===== config.mk =====
export PLATFORM = sky130hd
export DESIGN_NAME = pkt_arbiter
export DESIGN_NICKNAME = d
export VERILOG_FILES = /design/src/rtl/pkt_arbiter.sv
export SDC_FILE = /design/constraint.sdc
export NUM_CORES = 1
export LEC_CHECK = 0
export CORE_MARGIN = 2
export CORE_UTILIZATION = 38
export DETAILED_ROUTE_END_ITERATION = 7
export PLACE_DENSITY = 0.86
export SYNTH_ARGS = -nofsm -noshare
export SYNTH_HDL_FRONTEND = slang
export SYNTH_SLANG_ARGS = --single-unit

===== constraint.sdc =====
create_clock -name clk -period 5.45 [get_ports clk]
set_input_delay 1.09 -clock clk [delete_from_list [all_inputs] [get_ports clk]]
set_output_delay 1.09 -clock clk [all_outputs]
set_load 0.05 [all_outputs]

===== src/rtl/pkt_arbiter.sv =====
// Two-requester packet arbiter feeding one downstream FIFO stream.
// A packet is granted only when the FIFO reports at least MIN_FREE free
// entries; ownership then lasts until the last beat. Packets longer than
// MAX_BEATS are cut with a forced last beat, and the sticky overrun flag is set.
// Optional feature: define PKT_ARBITER_STATS_EN to build the saturating
// per-requester completed-packet counters (otherwise they read as zero).
module pkt_arbiter #(
  parameter int DATA_WIDTH = 8,
  parameter int DEPTH_EXP  = 8,
  parameter int MIN_FREE   = 64,
  parameter int MAX_BEATS  = 64
) (
  input  logic                  clk,
  input  logic                  reset,
  input  logic                  s0_tvalid,
  input  logic                  s0_tlast,
  input  logic [DATA_WIDTH-1:0] s0_tdata,
  output logic                  s0_tready,
  input  logic                  s1_tvalid,
  input  logic                  s1_tlast,
  input  logic [DATA_WIDTH-1:0] s1_tdata,
  output logic                  s1_tready,
  output logic                  m_tvalid,
  output logic                  m_tlast,
  output logic [DATA_WIDTH-1:0] m_tdata,
  input  logic                  m_tready,
  input  logic [DEPTH_EXP-1:0]  fifo_num_free,
  output logic [1:0]            grant,
  output logic                  busy,
  output logic                  overrun,
  output logic [15:0]           pkt_cnt0,
  output logic [15:0]           pkt_cnt1
);

  typedef enum logic [1:0] {IDLE = 2'd0, OWN0 = 2'd1, OWN1 = 2'd2} state_t;

  // Counter value while the MAX_BEATS-th beat of a packet is on the bus.
  localparam logic [DEPTH_EXP-1:0] LIMIT_IDX  = DEPTH_EXP'(MAX_BEATS - 1);
  localparam logic [31:0]          MIN_FREE_U = 32'(MIN_FREE);

  state_t               state_q, state_d;
  logic                 last_grant_q, last_grant_d;
  logic [DEPTH_EXP-1:0] beat_cnt_q, beat_cnt_d;
  logic                 overrun_q, overrun_d;
  logic                 arm_q;

  logic own0, own1, src_last, at_limit, beat_acc, free_ok;

  // Stream steering: the owner's stream passes straight through, zero latency.
  always_comb begin
    own0      = (state_q == OWN0);
    own1      = (state_q == OWN1);
    m_tvalid  = (own0 & s0_tvalid) | (own1 & s1_tvalid);
    m_tdata   = own0 ? s0_tdata : (own1 ? s1_tdata : '0);
    src_last  = (own0 & s0_tlast) | (own1 & s1_tlast);
    at_limit  = (beat_cnt_q == LIMIT_IDX);
    m_tlast   = src_last | ((own0 | own1) & at_limit);
    s0_tready = own0 & m_tready;
    s1_tready = own1 & m_tready;
    beat_acc  = m_tvalid & m_tready;
    free_ok   = (32'(fifo_num_free) >= MIN_FREE_U);
    grant     = {own1, own0};
    busy      = own0 | own1;
    overrun   = overrun_q;
  end

  // Next-state logic: round-robin grant in IDLE, packet tracking while owned.
  always_comb begin
    state_d      = state_q;
    last_grant_d = last_grant_q;
    beat_cnt_d   = beat_cnt_q;
    overrun_d    = overrun_q;
    case (state_q)
      IDLE: begin
        beat_cnt_d = '0;
        // arm_q keeps the first edge after reset release grant-free.
        if (arm_q && free_ok) begin
          if (s0_tvalid && (!s1_tvalid || last_grant_q))
            state_d = OWN0;
          else if (s1_tvalid)
            state_d = OWN1;
        end
      end
      OWN0, OWN1: begin
        if (beat_acc) begin
          if (m_tlast) begin
            state_d      = IDLE;
            beat_cnt_d   = '0;
            last_grant_d = own1;
            if (!src_last)
              overrun_d = 1'b1;
          end else begin
            beat_cnt_d = beat_cnt_q + DEPTH_EXP'(1);
          end
        end
      end
      default: state_d = IDLE;
    endcase
  end

  // FSM and packet-tracking registers; reset drops any packet in flight.
  always_ff @(posedge clk or posedge reset) begin
    if (reset) begin
      state_q      <= IDLE;
      last_grant_q <= 1'b1;
      beat_cnt_q   <= '0;
      overrun_q    <= 1'b0;
      arm_q        <= 1'b0;
    end else begin
      state_q      <= state_d;
      last_grant_q <= last_grant_d;
      beat_cnt_q   <= beat_cnt_d;
      overrun_q    <= overrun_d;
      arm_q        <= 1'b1;
    end
  end

`ifdef PKT_ARBITER_STATS_EN
  logic [15:0] pkt_cnt0_q, pkt_cnt1_q;

  // Completed-packet counters, bumped on every accepted last beat, saturating.
  always_ff @(posedge clk or posedge reset) begin
    if (reset) begin
      pkt_cnt0_q <= 16'd0;
      pkt_cnt1_q <= 16'd0;
    end else if (beat_acc && m_tlast) begin
      if (own0 && (pkt_cnt0_q != 16'hFFFF))
        pkt_cnt0_q <= pkt_cnt0_q + 16'd1;
      if (own1 && (pkt_cnt1_q != 16'hFFFF))
        pkt_cnt1_q <= pkt_cnt1_q + 16'd1;
    end
  end

  assign pkt_cnt0 = pkt_cnt0_q;
  assign pkt_cnt1 = pkt_cnt1_q;
`else
  assign pkt_cnt0 = 16'd0;
  assign pkt_cnt1 = 16'd0;
`endif

endmodule

==> results of run 1 <==
sequential cells by signal, indices dropped and copies added (netlist names):
name and flops:
arm_q 1, beat_cnt_q 8, last_grant_q 1, overrun 1, state_q 2
worst max-delay path by stage:
stage / endpoint / slack [ps]
floorplan: m_tdata[0] / 2140
global placement: m_tlast / 1680
detailed placement: m_tlast / 1690
CTS: m_tlast / 1680
global route: m_tlast / 1640
finish: m_tlast / 1700
per-layer routing:
metal | GRT usage | wire (um)
met1 | 0.127 | 824
met2 | 0.239 | 1100
met3 | 0.0418 | 264
met4 | 0.0598 | 44
met5 | 0 | 0
area by class of cell:
cell class / instances / area [um^2] / share of cell area
multi-input cells: 108 / 607 / 0.424
repair buffers: 40 / 400 / 0.279
well taps: 31 / 38.8 / 0.0271
clock buffers: 4 / 26.3 / 0.0183
inverters: 9 / 33.8 / 0.0236
flip-flops and latches: 13 / 327 / 0.228
synthesized netlist by cell type, types with 2 or more instances:
| library cell | instances | area share |
|---|---|---|
| sky130_fd_sc_hd__clkbuf_1 | 2 | 0.0067 |
| sky130_fd_sc_hd__o22ai_1 | 2 | 0.011 |
| sky130_fd_sc_hd__buf_4 | 34 | 0.23 |
| sky130_fd_sc_hd__a31o_2 | 2 | 0.016 |
| sky130_fd_sc_hd__xor2_1 | 5 | 0.039 |
| sky130_fd_sc_hd__ha_1 | 4 | 0.044 |
| sky130_fd_sc_hd__dfrtp_1 | 12 | 0.27 |
| sky130_fd_sc_hd__nand2_1 | 21 | 0.070 |
| sky130_fd_sc_hd__and3_1 | 4 | 0.022 |
| sky130_fd_sc_hd__inv_1 | 9 | 0.030 |
| sky130_fd_sc_hd__nor2_1 | 7 | 0.023 |
| sky130_fd_sc_hd__conb_1 | 2 | 0.0067 |
| sky130_fd_sc_hd__and2_1 | 2 | 0.011 |
| sky130_fd_sc_hd__nand4_1 | 4 | 0.022 |
| sky130_fd_sc_hd__o21ai_0 | 10 | 0.044 |
power by group through the flow:
stage	logic (W)	clock network (W)	registers [W]
floorplan	0.000379	0	0.000115
global placement	0.000470	0	0.000116
detailed placement	0.000475	0	0.000116
CTS	0.000476	0.0000628	0.000115
global route	0.000502	0.0000666	0.000117
finish	0.000472	0.0000626	0.000115
through the flow:
stage / setup slack [ps] / util / hold slack, ps / cells / instance area, um^2
after floorplan: 2140 / - / 484 / 167 / 1240
after global placement: 1680 / 0.506 / 465 / 201 / 1410
after detailed placement: 1690 / 0.506 / 478 / 201 / 1410
after CTS: 1680 / 0.515 / 500 / 205 / 1430
after global routing: 1640 / 0.515 / 512 / 205 / 1430
final: 1700 / 0.515 / 487 / 205 / 1430
cell families (layout without fill, tap and decap cells):
logic type	count (synthesis)	count (layout)	share of synthesized area
flops	13	13	0.290
mux	1	1	0.0100
xor+xnor	6	6	0.0467
fa+ha+maj	4	4	0.0445
compound gates	22	22	0.151
simple gates	42	42	0.177
buf+inv	46	53	0.274
other cells	2	33	0.00668
==> report_table.html, run 1 <==
<table>
<tr><th>Metric</th><th>Value</th></tr>
<tr><th colspan="2">GRT</th></tr>
<tr><td>Overall routing resource usage</td><td>0.128</td></tr>
<tr><td>Total global routing overflow</td><td>0</td></tr>
<tr><td>Antenna violations before repair</td><td>0</td></tr>
<tr><td>Wire length of the first global-routing pass</td><td>3400 um</td></tr>
<tr><td>Largest net degree at the start of global routing</td><td>21</td></tr>
<tr><td>Vias in the first global route</td><td>840</td></tr>
<tr><th colspan="2">Yosys</th></tr>
<tr><td>Avg Synthesized Cell Area</td><td>slightly above 8 um^2</td></tr>
<tr><td>Most instantiated flip-flop cell in the synthesis netlist</td><td>sky130_fd_sc_hd__dfrtp_1</td></tr>
<tr><td>Netlist cell types</td><td>31</td></tr>
<tr><td>Sequential fraction of the synthesis area</td><td>0.290</td></tr>
<tr><td>Flip-flop and latch count after synthesis</td><td>13</td></tr>
<tr><td>Post-Synthesis Cells</td><td>around 140</td></tr>
<tr><td>Ys async rst share</td><td>1.00</td></tr>
<tr><td>Number of synthesized flops with an enable pin</td><td>0</td></tr>
<tr><td>Syn Std Cell Area</td><td>1120 um^2</td></tr>
<tr><td>Synth warn</td><td>0</td></tr>
<tr><th colspan="2">Timing</th></tr>
<tr><td>Final-report hold violation count</td><td>0</td></tr>
<tr><td>Aggregate negative setup slack</td><td>0 ps</td></tr>
<tr><td>Clock skew after layout</td><td>about 0.26 ps</td></tr>
<tr><td>Number of max-slew violations in the final report</td><td>0</td></tr>
<tr><td>Slew at the pin with the worst max-slew slack</td><td>603 ps</td></tr>
<tr><td>Top achievable clock speed</td><td>266 MHz</td></tr>
<tr><td>Worst max-slew margin expressed relative to the limit</td><td>0.598</td></tr>
<tr><td>RSZ-0062 raised after global routing</td><td>no</td></tr>
<tr><td>Min Tclk post-route</td><td>between 3000 and 4000 ps</td></tr>
<tr><td>Final setup violating endpoints</td><td>0</td></tr>
<tr><td>Crit share post-route</td><td>0.689</td></tr>
<tr><th colspan="2">Pwr</th></tr>
<tr><td>Combinational power share</td><td>0.727</td></tr>
<tr><td>Power consumption</td><td>0.000649 W</td></tr>
<tr><td>Proportion of total power due to net switching</td><td>0.562</td></tr>
<tr><td>P_sw</td><td>0.000365 W</td></tr>
<tr><td>Leakage power of the design</td><td>0.652 nW</td></tr>
<tr><td>Pint</td><td>around 0.00028 W</td></tr>
<tr><td>Clock power frac</td><td>0.096</td></tr>
<tr><td>Share of power burned in registers</td><td>0.177</td></tr>
<tr><td>Worst IR drop on VDD</td><td>0.000316 V</td></tr>
<tr><td>Power density relative to cell area</td><td>roughly 450 nW/um^2</td></tr>
<tr><th colspan="2">Floorplanning</th></tr>
<tr><td>Boundary Pins</td><td>79</td></tr>
<tr><td>Number of standard-cell rows in the floorplan</td><td>19</td></tr>
<tr><td>Height of the die</td><td>around 60 um</td></tr>
<tr><td>DIE AREA</td><td>3410 um^2</td></tr>
<tr><td>Area inside the core boundary</td><td>about 2800 um^2</td></tr>
<tr><td>Starting utilization of the core area</td><td>0.404</td></tr>
<tr><td>Width of the chip</td><td>58.4 um</td></tr>
<tr><th colspan="2">Final layout</th></tr>
<tr><td>Most frequent standard cell in the layout excluding fill and tap cells</td><td>sky130_fd_sc_hd__clkdlybuf4s50_1</td></tr>
<tr><td>Final layout net count</td><td>210</td></tr>
<tr><td>Area delta synth-&gt;final</td><td>27.4%</td></tr>
<tr><td>Ratio of cells with drive above 1 in the final layout</td><td>0.0690</td></tr>
<tr><td>Number of fillers in the final layout</td><td>265</td></tr>
<tr><td>Commonest non-fill, non-tap cells in the layout</td><td>sky130_fd_sc_hd__clkdlybuf4s50_1, sky130_fd_sc_hd__conb_1, sky130_fd_sc_hd__nand2_1, sky130_fd_sc_hd__dfrtp_1, sky130_fd_sc_hd__o21ai_0</td></tr>
<tr><td>Antenna diode count</td><td>0</td></tr>
<tr><th colspan="2">Clock network</th></tr>
<tr><td>Number of H-tree levels</td><td>1</td></tr>
<tr><td>Clock buffers created by TritonCTS</td><td>3</td></tr>
<tr><td>Clock tree from TritonCTS</td><td>built</td></tr>
<tr><td>Root Buffer</td><td>sky130_fd_sc_hd__clkbuf_4</td></tr>
<tr><td>Cts hold-fix bufs</td><td>0</td></tr>
<tr><td>Post-CTS Repair Setup Buffers</td><td>0</td></tr>
<tr><td>Skew-Pair Late Insertion Delay</td><td>290 ps</td></tr>
<tr><td>Cells resized by post-CTS repair</td><td>0</td></tr>
<tr><td>Clock-pin slew of the registers on the worst-case setup and hold paths</td><td>80 ps</td></tr>
<tr><td>Clock tree sinks</td><td>13</td></tr>
<tr><td>Maximum buffer depth of the clock tree</td><td>2</td></tr>
<tr><th colspan="2">Setup path</th></tr>
<tr><td>Sort of element at the start of the critical path</td><td>input port</td></tr>
<tr><td>Type of destination of the critical path</td><td>output port</td></tr>
<tr><td>Cell-by-cell listing of the critical path</td><td>clkdlybuf4s50_1 &gt; a22oi_2 &gt; o21ai_2 &gt; clkdlybuf4s50_1</td></tr>
<tr><td>Critical path's largest stage delay</td><td>850 ps</td></tr>
<tr><td>FF-to-FF Start</td><td>state_q[1]</td></tr>
<tr><td>Critical path buffer and inverter count</td><td>2</td></tr>
<tr><td>Worst R2R Setup Slack</td><td>3270 ps</td></tr>
<tr><td>Family with the most delay on the worst path</td><td>buffers and inverters</td></tr>
<tr><td>Logic depth of the worst setup path including buffers</td><td>4</td></tr>
<tr><td>Worst setup path class</td><td>in2out</td></tr>
<tr><td>Most frequent cell on the critical path</td><td>sky130_fd_sc_hd__clkdlybuf4s50_1</td></tr>
<tr><td>Peak fanout along the critical path</td><td>5</td></tr>
<tr><td>Capturing point of the worst reg2reg path</td><td>beat_cnt_q[6]</td></tr>
<tr><td>Launch point of the worst path</td><td>s0_tlast</td></tr>
<tr><td>Critical Path RT</td><td>4360 ps</td></tr>
<tr><td>Master of the slowest instance on the critical path</td><td>sky130_fd_sc_hd__clkdlybuf4s50_1</td></tr>
<tr><td>Arrival time of data at the critical path endpoint</td><td>2660 ps</td></tr>
<tr><td>Register-to-Register Path Depth</td><td>7</td></tr>
<tr><th colspan="2">Route</th></tr>
<tr><td>Post-detailed-route count of antenna-violating nets</td><td>0</td></tr>
<tr><td>Drt total wl</td><td>2240 um</td></tr>
<tr><td>Routed length per placed instance</td><td>10.9 um</td></tr>
<tr><td>Vias per cell</td><td>4.65</td></tr>
<tr><td>Number of vias after detailed routing</td><td>953</td></tr>
<tr><td>Router iterations before antenna repair</td><td>4</td></tr>
<tr><td>1st-iter DRT viols</td><td>19</td></tr>
<tr><td>Number of remaining DRC errors</td><td>0</td></tr>
<tr><th colspan="2">Min path</th></tr>
<tr><td>Hold WC Path Type</td><td>reg2reg</td></tr>
<tr><td>Launch instance of the worst min-delay path</td><td>overrun</td></tr>
<tr><td>Cell count of the worst hold path</td><td>1</td></tr>
<tr><td>End point of the most critical hold path</td><td>overrun</td></tr>
<tr><th colspan="2">Outcome</th></tr>
<tr><td>Result of the run</td><td>finished clean</td></tr>
<tr><th colspan="2">Place</th></tr>
<tr><td>Quantity of I/O buffers inserted on ports</td><td>40</td></tr>
<tr><td>Detailed-placement wirelength estimate</td><td>1780 um</td></tr>
<tr><td>Final weighted congestion of routability-driven global placement</td><td>0.825</td></tr>
<tr><th colspan="2">Flow run</th></tr>
<tr><td>Max_cap viols</td><td>0</td></tr>
</table>
Note: power is estimated with default switching activity, not from simulation.
==> run 2: changes to the inputs <==
--- a/config.mk
+++ b/config.mk
@@ -6,9 +6,9 @@
 export NUM_CORES = 1
 export LEC_CHECK = 0
 export CORE_MARGIN = 2
-export CORE_UTILIZATION = 38
+export CORE_UTILIZATION = 35
 export DETAILED_ROUTE_END_ITERATION = 7
-export PLACE_DENSITY = 0.86
+export PLACE_DENSITY = 0.81
 export SYNTH_ARGS = -nofsm -noshare
 export SYNTH_HDL_FRONTEND = slang
 export SYNTH_SLANG_ARGS = --single-unit
==> constraint.sdc (replaced) <==
create_clock -name clk -period 3.77 [get_ports clk]
set_input_delay 0.754 -clock clk [delete_from_list [all_inputs] [get_ports clk]]
set_output_delay 0.754 -clock clk [all_outputs]
set_load 0.05 [all_outputs]
==> report_table.html, run 2 (synthesis results as in run 1) <==
<table>
<tr><th>Metric</th><th>Value</th></tr>
<tr><th colspan="2">Timing</th></tr>
<tr><td>Min Tclk post-route</td><td>3230 ps</td></tr>
<tr><td>Clock skew after layout</td><td>6.40 ps (+6.14 ps)</td></tr>
<tr><td>Final setup violating endpoints</td><td>0 (unchanged)</td></tr>
<tr><td>Worst max-slew margin expressed relative to the limit</td><td>0.664 (+0.0666)</td></tr>
<tr><td>Crit share post-route</td><td>0.856</td></tr>
<tr><td>Aggregate negative setup slack</td><td>0 ps (unchanged)</td></tr>
<tr><td>RSZ-0062 raised after global routing</td><td>no</td></tr>
<tr><td>Final setup margin</td><td>544 ps (-1150 ps)</td></tr>
<tr><td>Final-report hold violation count</td><td>0 (unchanged)</td></tr>
<tr><td>WHS</td><td>482 ps (-4.77 ps)</td></tr>
<tr><td>Top achievable clock speed</td><td>310 MHz</td></tr>
<tr><td>Number of max-slew violations in the final report</td><td>0 (unchanged)</td></tr>
<tr><td>Slew at the pin with the worst max-slew slack</td><td>502 ps (-101 ps)</td></tr>
<tr><th colspan="2">Pwr</th></tr>
<tr><td>Power consumption</td><td>0.000942 W (+45%)</td></tr>
<tr><td>Power density relative to cell area</td><td>646 nW/um^2 (+43%)</td></tr>
<tr><td>Leakage power of the design</td><td>0.660 nW (+1.2%)</td></tr>
<tr><td>Worst IR drop on VDD</td><td>0.000321 V (+1.6%)</td></tr>
<tr><th colspan="2">GRT</th></tr>
<tr><td>Overall routing resource usage</td><td>0.122 (-0.00593)</td></tr>
<tr><td>Met3 demand-to-capacity share in global routing</td><td>0.0299 (-0.0119)</td></tr>
<tr><td>Grt peak-use layer</td><td>met2</td></tr>
<tr><td>Met1 track demand over resource</td><td>0.132 (+0.00470)</td></tr>
<tr><td>Largest net degree at the start of global routing</td><td>14 (-33%)</td></tr>
<tr><td>Vias in the first global route</td><td>826 (-1.7%)</td></tr>
<tr><td>Met2 Use GR</td><td>0.217 (-0.0226)</td></tr>
<tr><td>Wire length of the first global-routing pass</td><td>3360 um (-1.2%)</td></tr>
<tr><td>Antenna violations before repair</td><td>0 (unchanged)</td></tr>
<tr><td>Total global routing overflow</td><td>0 (unchanged)</td></tr>
<tr><th colspan="2">Setup path</th></tr>
<tr><td>Launch point of the worst path</td><td>state_q[0]</td></tr>
<tr><td>Worst setup path class</td><td>reg2out</td></tr>
<tr><td>Master of the slowest instance on the critical path</td><td>sky130_fd_sc_hd__clkdlybuf4s50_1</td></tr>
<tr><td>Peak fanout along the critical path</td><td>7 (+2)</td></tr>
<tr><td>Arrival time of data at the critical path endpoint</td><td>2470 ps (-190 ps)</td></tr>
<tr><td>Critical Path RT</td><td>3020 ps (-1340 ps)</td></tr>
<tr><td>Family with the most delay on the worst path</td><td>buffers and inverters</td></tr>
<tr><td>Critical path buffer and inverter count</td><td>2 (unchanged)</td></tr>
<tr><td>Critical path's largest stage delay</td><td>870 ps (+20 ps)</td></tr>
<tr><td>FF-to-FF Start</td><td>state_q[0]</td></tr>
<tr><td>Cell-by-cell listing of the critical path</td><td>inv_1 &gt; ha_1 &gt; nand4bb_1 &gt; o21ai_2 &gt; clkdlybuf4s50_1</td></tr>
<tr><td>Type of destination of the critical path</td><td>output port</td></tr>
<tr><td>Sort of element at the start of the critical path</td><td>flop</td></tr>
<tr><th colspan="2">Clock network</th></tr>
<tr><td>Clock tree from TritonCTS</td><td>built</td></tr>
<tr><td>Cells resized by post-CTS repair</td><td>0 (unchanged)</td></tr>
<tr><td>Number of H-tree levels</td><td>1 (unchanged)</td></tr>
<tr><td>Post-CTS Repair Setup Buffers</td><td>0 (unchanged)</td></tr>
<tr><td>Maximum buffer depth of the clock tree</td><td>2 (unchanged)</td></tr>
<tr><td>Root Buffer</td><td>sky130_fd_sc_hd__clkbuf_4</td></tr>
<tr><td>Clock-pin slew of the registers on the worst-case setup and hold paths</td><td>90 ps (about the same)</td></tr>
<tr><td>Skew-Pair Late Insertion Delay</td><td>290 ps (about the same)</td></tr>
<tr><td>Clock buffers created by TritonCTS</td><td>3 (unchanged)</td></tr>
<tr><td>Cts hold-fix bufs</td><td>0 (unchanged)</td></tr>
<tr><td>Clock tree sinks</td><td>13 (unchanged)</td></tr>
<tr><th colspan="2">Final layout</th></tr>
<tr><td>Top register by number of flip-flops</td><td>beat_cnt_q</td></tr>
<tr><td>Ratio of cells with drive above 1 in the final layout</td><td>0.0800 (+0.0110)</td></tr>
<tr><td>Commonest non-fill, non-tap cells in the layout</td><td>sky130_fd_sc_hd__clkdlybuf4s50_1, sky130_fd_sc_hd__conb_1, sky130_fd_sc_hd__nand2_1, sky130_fd_sc_hd__dfrtp_1, sky130_fd_sc_hd__o21ai_0</td></tr>
<tr><td>Antenna diode count</td><td>0 (unchanged)</td></tr>
<tr><td>Largest register FFs</td><td>8 (unchanged)</td></tr>
<tr><td>Most frequent standard cell in the layout excluding fill and tap cells</td><td>sky130_fd_sc_hd__clkdlybuf4s50_1</td></tr>
<tr><td>Area delta synth-&gt;final</td><td>29.6%</td></tr>
<tr><td>Final layout net count</td><td>211 (+0.48%)</td></tr>
<tr><td>Registers with the most flip-flops</td><td>beat_cnt_q (8), state_q (2)</td></tr>
<tr><th colspan="2">Place</th></tr>
<tr><td>Post-place setup slack</td><td>670 ps (-1020 ps)</td></tr>
<tr><td>Quantity of I/O buffers inserted on ports</td><td>40 (unchanged)</td></tr>
<tr><td>Final weighted congestion of routability-driven global placement</td><td>0.788 (-4.5%)</td></tr>
<tr><td>Detailed-placement wirelength estimate</td><td>1800 um (+1.1%)</td></tr>
<tr><th colspan="2">Min path</th></tr>
<tr><td>Hold WC Path Type</td><td>reg2reg</td></tr>
<tr><td>Launch instance of the worst min-delay path</td><td>overrun</td></tr>
<tr><th colspan="2">Route</th></tr>
<tr><td>Drt total wl</td><td>2210 um (-1.1%)</td></tr>
<tr><td>1st-iter DRT viols</td><td>30 (+11)</td></tr>
<tr><td>Vias per cell</td><td>4.37 (-6.0%)</td></tr>
<tr><td>Routed length per placed instance</td><td>10.1 um (-7.4%)</td></tr>
<tr><td>Router iterations before antenna repair</td><td>4 (unchanged)</td></tr>
<tr><td>Post-detailed-route count of antenna-violating nets</td><td>0 (unchanged)</td></tr>
<tr><td>Number of vias after detailed routing</td><td>957 (+0.42%)</td></tr>
<tr><td>Number of remaining DRC errors</td><td>0 (unchanged)</td></tr>
<tr><th colspan="2">Floorplanning</th></tr>
<tr><td>Starting utilization of the core area</td><td>0.368 (-0.0360)</td></tr>
<tr><td>Boundary Pins</td><td>79 (unchanged)</td></tr>
<tr><td>Height of the die</td><td>60.7 um (+3.9%)</td></tr>
<tr><td>Width of the chip</td><td>60.7 um (+3.9%)</td></tr>
<tr><td>Area inside the core boundary</td><td>3050 um^2 (+9.8%)</td></tr>
<tr><td>DIE AREA</td><td>3680 um^2 (+8.0%)</td></tr>
<tr><td>Number of standard-cell rows in the floorplan</td><td>20 (+1)</td></tr>
<tr><th colspan="2">Flow run</th></tr>
<tr><td>Max_cap viols</td><td>0 (unchanged)</td></tr>
<tr><th colspan="2">Outcome</th></tr>
<tr><td>Result of the run</td><td>finished clean</td></tr>
</table>
-- run 2: power breakdown --
part | total (W) | switching [W] | internal (W)
registers | 0.000165 | 0.00000980 | 0.000156
logic | 0.000688 | 0.000470 | 0.000218
clock network | 0.0000890 | 0.0000495 | 0.0000395
-- run 2: area by class of cell --
cell class              count  area, um^2
clock inverters             1        5.00
fillers                   305        1600
clock buffers               3        22.5
inverters                   9        33.8
multi-input cells         108         607
flip-flops and latches     13         327
well taps                  44        55.1
repair buffers             41         408
-- run 2: path summary, 6_finish.rpt --
path / endpoint / slack [ps] / cells after the start
worst max register to register: beat_cnt_q[6] / 1710 / 7
min in group asynchronous: arm_q / 780 / 2
worst min-delay path: overrun / 480 / 1
max in group asynchronous: last_grant_q / 2640 / 2
worst min register to register: overrun / 480 / 1
worst max-delay path: m_tlast / 540 / 5
-- run 2: per-layer routing --
metal	routed length [um]	vias to the layer above
met1	846	441
met4	47	0
met2	1040	51
met3	281	5
li1	-	460
met5	0	-
-- run 2: stage by stage --
step / cell area, um^2 / instances / util
after floorplan: 1240 / 167 / -
after global placement: 1430 / 215 / 0.468
after detailed placement: 1430 / 215 / 0.468
after CTS: 1460 / 219 / 0.477
after global routing: 1460 / 219 / 0.477
final: 1460 / 219 / 0.477
